==> config.mk <==
export PLATFORM = sky130hd
export DESIGN_NAME = reg_file_2r1w
export DESIGN_NICKNAME = d
export VERILOG_FILES = /design/src/rtl/rf_pkg.sv /design/src/rtl/reg_32bit_we_ar.sv /design/src/rtl/reg_file_2r1w.sv
export SDC_FILE = /design/constraint.sdc
export NUM_CORES = 2
export LEC_CHECK = 0
export ABC_AREA = 1
export CORE_UTILIZATION = 30
export DETAILED_ROUTE_END_ITERATION = 8
export MAX_ROUTING_LAYER = met4
export PLACE_DENSITY = 0.44
export SLEW_MARGIN = 20
export SYNTH_ARGS = -nofsm -noshare
export SYNTH_HDL_FRONTEND = slang
export SYNTH_HIERARCHICAL = 1
export SYNTH_SLANG_ARGS = --single-unit
==> constraint.sdc <==
create_clock -name clk -period 4.45 [get_ports clk]
set_clock_uncertainty 0.2 [all_clocks]
set_input_delay 0.89 -clock clk [delete_from_list [all_inputs] [get_ports clk]]
set_output_delay 0.89 -clock clk [all_outputs]
set_load 0.02 [all_outputs]
==> src/rtl/rf_pkg.sv <==
// rf_pkg: shared sizes, zero-register constant and dump FSM states for the register file
package rf_pkg;
  localparam int REG_W     = 32;
  localparam int RF_DEPTH  = 32;
  localparam int RF_ADDR_W = 5;
  localparam int ZERO_REG  = 0;
  typedef enum logic {IDLE, DUMP} dump_state_t;
endpackage

==> src/rtl/reg_32bit_we_ar.sv <==
// reg_32bit_we_ar: register with write enable and asynchronous active-low clear
module reg_32bit_we_ar
  import rf_pkg::*;
#(
  parameter int WIDTH = REG_W
) (
  input  logic             i_clk,
  input  logic             i_rst_n,
  input  logic             i_we,
  input  logic [WIDTH-1:0] i_d,
  output logic [WIDTH-1:0] o_q
);
  logic [WIDTH-1:0] r_q;
  always_ff @(posedge i_clk or negedge i_rst_n)
    if (!i_rst_n) r_q <= '0;
    else if (i_we) r_q <= i_d;
  assign o_q = r_q;
endmodule

==> src/rtl/reg_file_2r1w.sv <==
// reg_file_2r1w: 2-read/1-write register file with hardwired-zero entry 0 and a debug dump sequencer
module reg_file_2r1w
  import rf_pkg::*;
#(
  parameter int WIDTH  = REG_W,
  parameter int DEPTH  = RF_DEPTH,
  parameter int ADDR_W = RF_ADDR_W,
  parameter bit BYPASS = 1'b1
) (
  input  logic              clk,
  input  logic              reset,
  input  logic              we,
  input  logic [ADDR_W-1:0] waddr,
  input  logic [WIDTH-1:0]  wdata,
  input  logic [ADDR_W-1:0] raddr_a,
  output logic [WIDTH-1:0]  rdata_a,
  input  logic [ADDR_W-1:0] raddr_b,
  output logic [WIDTH-1:0]  rdata_b,
  input  logic              dump_start,
  output logic              dump_busy,
  output logic              dump_valid,
  output logic [ADDR_W-1:0] dump_idx,
  output logic [WIDTH-1:0]  dump_data
);
  logic [WIDTH-1:0]  w_ent [DEPTH];
  logic              w_wr_ok, w_hit_a, w_hit_b, w_emit, w_last;
  logic [ADDR_W-1:0] w_idx;
  dump_state_t       r_state, w_next;
  logic [ADDR_W-1:0] r_cnt, r_dump_idx;
  logic              r_dump_valid;
  logic [WIDTH-1:0]  r_dump_data;

  assign w_ent[0] = '0;
  assign w_wr_ok  = we && (waddr != ADDR_W'(ZERO_REG));

  genvar g;
  for (g = 1; g < DEPTH; g++) begin : g_ent
    reg_32bit_we_ar #(.WIDTH(WIDTH)) u_reg (
      .i_clk  (clk),
      .i_rst_n(reset),
      .i_we   (w_wr_ok && (waddr == ADDR_W'(g))),
      .i_d    (wdata),
      .o_q    (w_ent[g])
    );
  end

  always_comb begin
    w_hit_a = BYPASS && w_wr_ok && (waddr == raddr_a);
    w_hit_b = BYPASS && w_wr_ok && (waddr == raddr_b);
    rdata_a = w_hit_a ? wdata : w_ent[raddr_a];
    rdata_b = w_hit_b ? wdata : w_ent[raddr_b];
  end

  // a start is only accepted once the previous dump's last beat has left the output
  always_comb begin
    w_emit = (r_state == DUMP) || (dump_start && !r_dump_valid);
    w_idx  = (r_state == DUMP) ? r_cnt : '0;
    w_last = w_idx == ADDR_W'(DEPTH - 1);
    w_next = (w_emit && !w_last) ? DUMP : IDLE;
  end

  always_ff @(posedge clk or negedge reset)
    if (!reset) begin
      r_state <= IDLE;
      r_cnt   <= '0;
    end else begin
      r_state <= w_next;
      r_cnt   <= (w_emit && !w_last) ? w_idx + 1'b1 : '0;
    end

  always_ff @(posedge clk or negedge reset)
    if (!reset) begin
      r_dump_valid <= 1'b0;
      r_dump_idx   <= '0;
      r_dump_data  <= '0;
    end else begin
      r_dump_valid <= w_emit;
      r_dump_idx   <= w_emit ? w_idx : '0;
      r_dump_data  <= w_emit ? w_ent[w_idx] : '0;
    end

  assign dump_busy  = r_dump_valid;
  assign dump_valid = r_dump_valid;
  assign dump_idx   = r_dump_idx;
  assign dump_data  = r_dump_data;
endmodule

* Word-level counts from Yosys, hierarchy flattened
Index checks and enable logic that the tools add are counted.
** Storage, ports and cells
- Register bits :: 1036
- Bits of input ports :: 51
- Output and inout bits :: 103
- Logic and storage cells :: 133
** Cells by class
- Add/subtract/negate cells :: 1
- Order comparisons :: 3
- Equal/unequal tests :: 34
- Multiplexer cells :: 16
- Bitwise logic cells :: 3
- Reduce and logical (&&, ||, !) cells :: 40
** Operators by type and width (count)
- $bmux 32 s5 :: 3
- $mux 32 :: 9
- $eq 5x5->1 const B :: 17
- $eq 5x4->1 const B :: 8
- $logic_and 1x1->1 :: 36
- $eq 5x3->1 const B :: 4
- $ge 6x6->1 const B :: 3
- $not 5->6 :: 3
- $mux 5 :: 3
- $eq 5x2->1 const B :: 2
- $eq 5x5->1 :: 2
- $add 5x1->5 const B :: 1
- $eq 5x1->1 const B :: 1
- $reduce_bool 5->1 :: 1
- $logic_not 1->1 :: 2
- $logic_or 1x1->1 :: 1
- $mux 1 :: 1

* Logic depth before layout (Yosys ltp)
- Depth in word-level cells :: 6
- Depth in mapped cells :: 13
- Depth with buffers taken out :: 9

* Hierarchy
Netlist, hierarchy kept.
** By module, submodules not included
- reg_32bit_we_ar :: instances 31, cells each 136, area an instance 1292.5 um2, seq. area each 800.8 um2
- reg_file_2r1w :: instances 1, cells each 7332, area an instance 34045.2 um2, seq. area each 1101.1 um2

* Worst setup path before layout
Ideal clock, no wire load.
- Path kind :: input-to-output
- Start point :: in raddr_b[0]
- End point :: out rdata_b[19]
- Arrival :: 2.032 ns
- Data required time :: 3.360 ns
- Slack :: 1.328 ns
- Stages :: 11
- Buffers on the path :: 4
- Cell sequence :: buf_2 buf_4 buf_4 buf_4 nand2_1 nand3_1 nand3_1 nand3_1 nand3_1 nand3_1 nand2_1
** On the way
- Word-level cells in the longest chain between the ends :: 5
- Elaborated cells on any way between the ends :: 7
- Classes of those cells :: eq/ne: 1; mux: 4; bitwise: 1; reduce/logical: 1
** RTL lines
- from (decl) :: line reg_file_2r1w.sv:17 : input logic [ADDR_W-1:0] raddr_b,
- $not 5->6 (not written as such) :: line reg_file_2r1w.sv:51 : rdata_b = w_hit_b ? wdata : w_ent[raddr_b];
- $bmux 32 s5 :: line reg_file_2r1w.sv:51
- $mux 32 (not written as such) (2 in a row) :: line reg_file_2r1w.sv:51
- $mux 32 * :: line reg_file_2r1w.sv:51
- to (decl) :: line reg_file_2r1w.sv:18 : output logic [WIDTH-1:0] rdata_b,
Mark *: on every way between the ends. The rest lies on a longest branch, timed or not. The select of a mux whose other input is x is not followed.

* Final worst setup path
- Start point :: in raddr_b[1]
- End point :: out rdata_b[13]
Same word-level chain as after synthesis.

==> load_flow_metrics.sql <==
INSERT INTO impl_metrics (metric_group, metric, value, unit) VALUES
('run_status', 'status', 'completed', ''),
('timing', 'timing_worst_slew_pin_value', '1.04', 'ns'),
('timing', 'timing.slew.headroom', '0.310', ''),
('timing', 'finalWorstPathRequiredPeriod', '4.43', 'ns'),
('route', 'drt_via_density', '5.55', ''),
('critical_path', 'crit-reg2reg-capture', 'dump_data[9]$_DFF_PN0_', ''),
('critical_path', 'crit_required', '3.36', 'ns'),
('timing', 'final_cycle_utilization_of_the_critical_path', '0.996', ''),
('synth', 'ys_async_sr_fraction', '1.00', ''),
('critical_path', 'ff2ff_path_depth', '9', ''),
('finish', 'area_growth_syn_to_layout', '13.1', '%'),
('timing', 'final-setup-viol-count', '0', ''),
('clock_network', 'cts_buffer_depth', '3', ''),
('critical_path', 'r2r_setup_slack', '0.71', 'ns'),
('route', 'finalWirelength', '425000', 'um'),
('timing', 'sum_neg_setup_slack', '0', 'ns'),
('critical_path', 'critical_path.reg2reg.startpoint', 'r_cnt[0]$_DFF_PN0_', ''),
('pwr', 'seq_power_share', '0.309', ''),
('timing', 'clock.fmax', '0.226', 'GHz'),
('synth', 'yosys_warnings', '6', ''),
('timing', 'slew_violations', '0', ''),
('global_route', 'grt_resource_usage_total', '0.343', ''),
('critical_path', 'timing.critical_path.arrival', '3.34', 'ns'),
('finish', 'area.sequential', '0.0259', 'mm2'),
('global_route', 'grt_pass1_wl', '595000', 'um'),
('floorplan', 'floorplan.die_area', '0.249', 'mm2'),
('route', 'first_iter_violations', '11100', ''),
('clock_network', 'clock_sink_count', '1036', ''),
('pwr', 'p_clk_frac', '0.300', ''),
('route', 'avgRoutedWirePerCell', '28.7', 'um'),
('critical_path', 'crit_path_max_fanout', '24', ''),
('floorplan', 'pin_count', '154', ''),
('synth', 'synthesis.area_per_instance', '6.42', 'um2'),
('timing', 'rsz0062_at_grt', 'false', ''),
('synth', 'synth-seq-area-share', '0.350', ''),
('hold_path', 'holdCritPathClass', 'reg2reg', ''),
('place', 'final_weighted_congestion_of_routability_driven_global_placement', '0.949', ''),
('synth', 'postSynthRegisterBits', '1036', ''),
('floorplan', 'fp.coreArea', '0.246', 'mm2'),
('finish', 'multi_input_gate_area_in_the_final_layout', '0.0381', 'mm2'),
('finish', 'drive_above_1_share', '0.106', ''),
('pwr', 'internal_power', '23.5', 'mW'),
('pwr', 'power.ir.vdd_worst', '0.438', 'mV'),
('clock_network', 'clock_transition_at_path_regs', '0.05', 'ns'),
('finish', 'final_nets', '11500', ''),
('pwr', 'switching_share', '0.430', ''),
('synth', 'synth-edff-count', '0', ''),
('synth', 'post_synthesis_cell_count', '11500', ''),
('critical_path', 'setup.worst_path.start', 'raddr_b[1]', ''),
('pwr', 'p_switching', '17.7', 'mW'),
('critical_path', 'end_kind', 'output port', ''),
('finish', 'final.fill_count', '26500', ''),
('global_route', 'antenna_violations_before_repair', '16', ''),
('place', 'place.detailed.hpwl', '260000', 'um'),
('critical_path', 'worstSetupStartpointType', 'input pin', ''),
('synth', 'synth.lib_cells_used.distinct', '32', ''),
('synth', 'ys.flop_type', 'sky130_fd_sc_hd__dfrtp_1', ''),
('clock_network', 'cts-htree-levels', '4', ''),
('clock_network', 'cts_tree', 'built', ''),
('timing', 'hold_violations', '0', ''),
('finish', 'cell_area_after_layout', '0.0838', 'mm2'),
('route', 'drtPass1Iterations', '9', ''),
('route', 'post-route-drc-count', '0', ''),
('floorplan', 'placement_rows', '182', ''),
('pwr', 'p_leak', '43.2', 'nW'),
('clock_network', 'cts_inserted_buffers', '142', ''),
('critical_path', 'endpoint', 'rdata_b[13]', ''),
('route', 'vias', '82100', ''),
('synth', 'mappedNetlistArea', '0.0741', 'mm2'),
('clock_network', 'clk_root_buffer_cell', 'sky130_fd_sc_hd__clkbuf_16', ''),
('pwr', 'power.density_cell_area', '490', 'mW/mm2'),
('pwr', 'p_comb_frac', '0.391', ''),
('floorplan', 'die_y', '499', 'um'),
('place', 'buffer_ports.inserted', '153', ''),
('clock_network', 'post-cts-setup-buffer-count', '0', ''),
('floorplan', 'fp.dieW', '499', 'um'),
('clock_network', 'worst_skew_pair.late_latency', '0.84', 'ns'),
('global_route', 'number_of_global_route_vias_before_repair', '76600', ''),
('floorplan', 'initial_utilization', '0.302', ''),
('synth', 'syn-num-nets', '11600', ''),
('flow_run', 'number_of_max_cap_violations', '0', ''),
('route', 'residual_antenna_violating_net_count_after_detailed_routing', '0', ''),
('critical_path', 'setup.worst_path.class', 'in2out', ''),
('place', 'placed_cell_area', '0.0789', 'mm2'),
('global_route', 'overflow', '0', ''),
('global_route', 'grt_start_max_net_pins', '121', '');
per-stage QoR:
stage	power (mW)	worst slack, ns	instances	util	hold WS [ns]
finish	41.1	0.0185	14800	0.341	0.268
detailed placement	28.4	-0.126	14500	0.321	0.258
floorplan	22.2	1.33	11500	-	0.242
CTS	40.8	0.00652	14800	0.341	0.271
global placement	28.3	-0.212	14500	0.321	0.253
global route	43.0	0.00601	14800	0.341	0.287
registers in the layout, indices dropped and copies added, names as in the netlist:
name / count
dump_busy: 1
dump_data: 32
dump_idx: 5
g_ent.u_reg/o_q: 992
r_cnt: 5
r_state: 1
cell usage after synthesis, types with 2 or more instances:
master	instances	area [um2]
sky130_fd_sc_hd__nand3_2	2	20.0
sky130_fd_sc_hd__clkbuf_8	93	1280
sky130_fd_sc_hd__nor2_2	4	25.0
sky130_fd_sc_hd__a21oi_2	46	403
sky130_fd_sc_hd__clkbuf_2	3	15.0
sky130_fd_sc_hd__o21ai_0	208	1040
sky130_fd_sc_hd__nand2_2	311	1950
sky130_fd_sc_hd__o211ai_1	224	1680
sky130_fd_sc_hd__nor3_1	2	10.0
sky130_fd_sc_hd__buf_4	41	308
sky130_fd_sc_hd__nand3_1	2367	11800
sky130_fd_sc_hd__xor2_1	8	70.1
sky130_fd_sc_hd__a21oi_1	182	911
sky130_fd_sc_hd__inv_8	31	349
sky130_fd_sc_hd__buf_12	31	621
sky130_fd_sc_hd__nand2_1	5098	19100
sky130_fd_sc_hd__buf_6	127	1430
sky130_fd_sc_hd__buf_1	70	263
sky130_fd_sc_hd__inv_1	984	3690
sky130_fd_sc_hd__dfrtp_1	1036	25900
sky130_fd_sc_hd__buf_2	354	1770
sky130_fd_sc_hd__o21ai_1	81	405
sky130_fd_sc_hd__clkbuf_1	155	582
sky130_fd_sc_hd__nor2_1	73	274
sky130_fd_sc_hd__inv_2	9	33.8
sky130_fd_sc_hd__ha_1	2	25.0
cells in the final DEF (no fill, tap or decap), types with 46 or more instances in the layout:
cell type and instances:
sky130_fd_sc_hd__o21ai_1 81, sky130_fd_sc_hd__buf_12 126, sky130_fd_sc_hd__dfrtp_1 1035, sky130_fd_sc_hd__a21oi_2 46, sky130_fd_sc_hd__nand2_1 5095, sky130_fd_sc_hd__clkbuf_16 148, sky130_fd_sc_hd__a21oi_1 182, sky130_fd_sc_hd__o211ai_1 224
sky130_fd_sc_hd__inv_1 975, sky130_fd_sc_hd__clkdlybuf4s50_1 83, sky130_fd_sc_hd__o21ai_0 208, sky130_fd_sc_hd__nand2_2 311, sky130_fd_sc_hd__nand3_1 2367, sky130_fd_sc_hd__buf_4 405
power by group through the flow:
stage / clock network [mW] / logic (mW) / registers (mW)
4_1_cts: 12.5 / 15.7 / 12.6
6_report: 12.3 / 16.1 / 12.7
2_1_floorplan: 0 / 9.61 / 12.6
3_5_place_dp: 0 / 15.7 / 12.8
5_1_grt: 12.8 / 17.3 / 12.9
3_3_place_gp: 0 / 15.5 / 12.7
layer usage:
metal | vias up | global-route usage | share of wire
met5 | - | - | 0
met4 | 0 | 0.188 | 0.062
met3 | 1193 | 0.0734 | 0.096
met2 | 5022 | 0.509 | 0.44
met1 | 39600 | 0.432 | 0.41
li1 | 36300 | - | -
worst min-delay path by stage:
stage | cells after the start | end | start | slack [ns]
after floorplan | 2 | g_ent[10].u_reg/o_q[29]$_DFFE_PN0P_ | g_ent[10].u_reg/o_q[29]$_DFFE_PN0P_ | 0.24
after global placement | 2 | g_ent[2].u_reg/o_q[16]$_DFFE_PN0P_ | g_ent[2].u_reg/o_q[16]$_DFFE_PN0P_ | 0.25
after detailed placement | 2 | g_ent[5].u_reg/o_q[30]$_DFFE_PN0P_ | g_ent[5].u_reg/o_q[30]$_DFFE_PN0P_ | 0.26
after CTS | 2 | g_ent[5].u_reg/o_q[30]$_DFFE_PN0P_ | g_ent[5].u_reg/o_q[30]$_DFFE_PN0P_ | 0.27
after global routing | 2 | g_ent[5].u_reg/o_q[20]$_DFFE_PN0P_ | g_ent[5].u_reg/o_q[20]$_DFFE_PN0P_ | 0.29
final | 2 | g_ent[14].u_reg/o_q[27]$_DFFE_PN0P_ | g_ent[14].u_reg/o_q[27]$_DFFE_PN0P_ | 0.27
worst max-delay path: stages:
cell	delay (ns)
sky130_fd_sc_hd__buf_8	0.18
sky130_fd_sc_hd__inv_8	0.26
sky130_fd_sc_hd__buf_12	0.26
sky130_fd_sc_hd__buf_4	0.30
sky130_fd_sc_hd__nand3_1	0.11
sky130_fd_sc_hd__nand3_1	0.09
sky130_fd_sc_hd__nand3_1	0.09
sky130_fd_sc_hd__nand3_1	0.56
sky130_fd_sc_hd__nand3_1	0.14
sky130_fd_sc_hd__buf_4	0.18
sky130_fd_sc_hd__nand2_1	0.06
sky130_fd_sc_hd__buf_4	0.14
final cells by class:
| cell class | count | area share |
|---|---|---|
| Multi-Input combinational cell | 8613 | 0.455 |
| Sequential cell | 1036 | 0.309 |
| Inverter | 1024 | 0.0494 |
| Antenna cell | 13 | 0.000388 |
| Timing Repair Buffer | 646 | 0.0798 |
| Clock buffer | 204 | 0.0505 |
| Tap cell | 3220 | 0.0481 |
| Clock inverter | 50 | 0.00773 |
cell families (layout without fill, tap and decap cells):
group,after synthesis,count (layout),share of synthesized area
AO/OA/AOI/OAI,742,742,0.0600
other,0,13,0
AND/OR/NAND/NOR,7861,7861,0.449
adder cells (fa/ha/maj),2,2,0.000338
buffers and inverters,1899,1924,0.140
XOR/XNOR,8,8,0.000945
flip-flops,1036,1036,0.350
repair_timing:
| item | CTS | global route |
|---|---|---|
| gates resized for setup | 11 | 4 |
| hold buffers | 1 | 0 |
| endpoints found under the hold margin | 22 | 0 |
| cloned | 0 | 0 |
| endpoints found under the setup margin | 21 | 12 |
| pin swaps | 0 | 0 |
(Power assumes the default switching activity.)
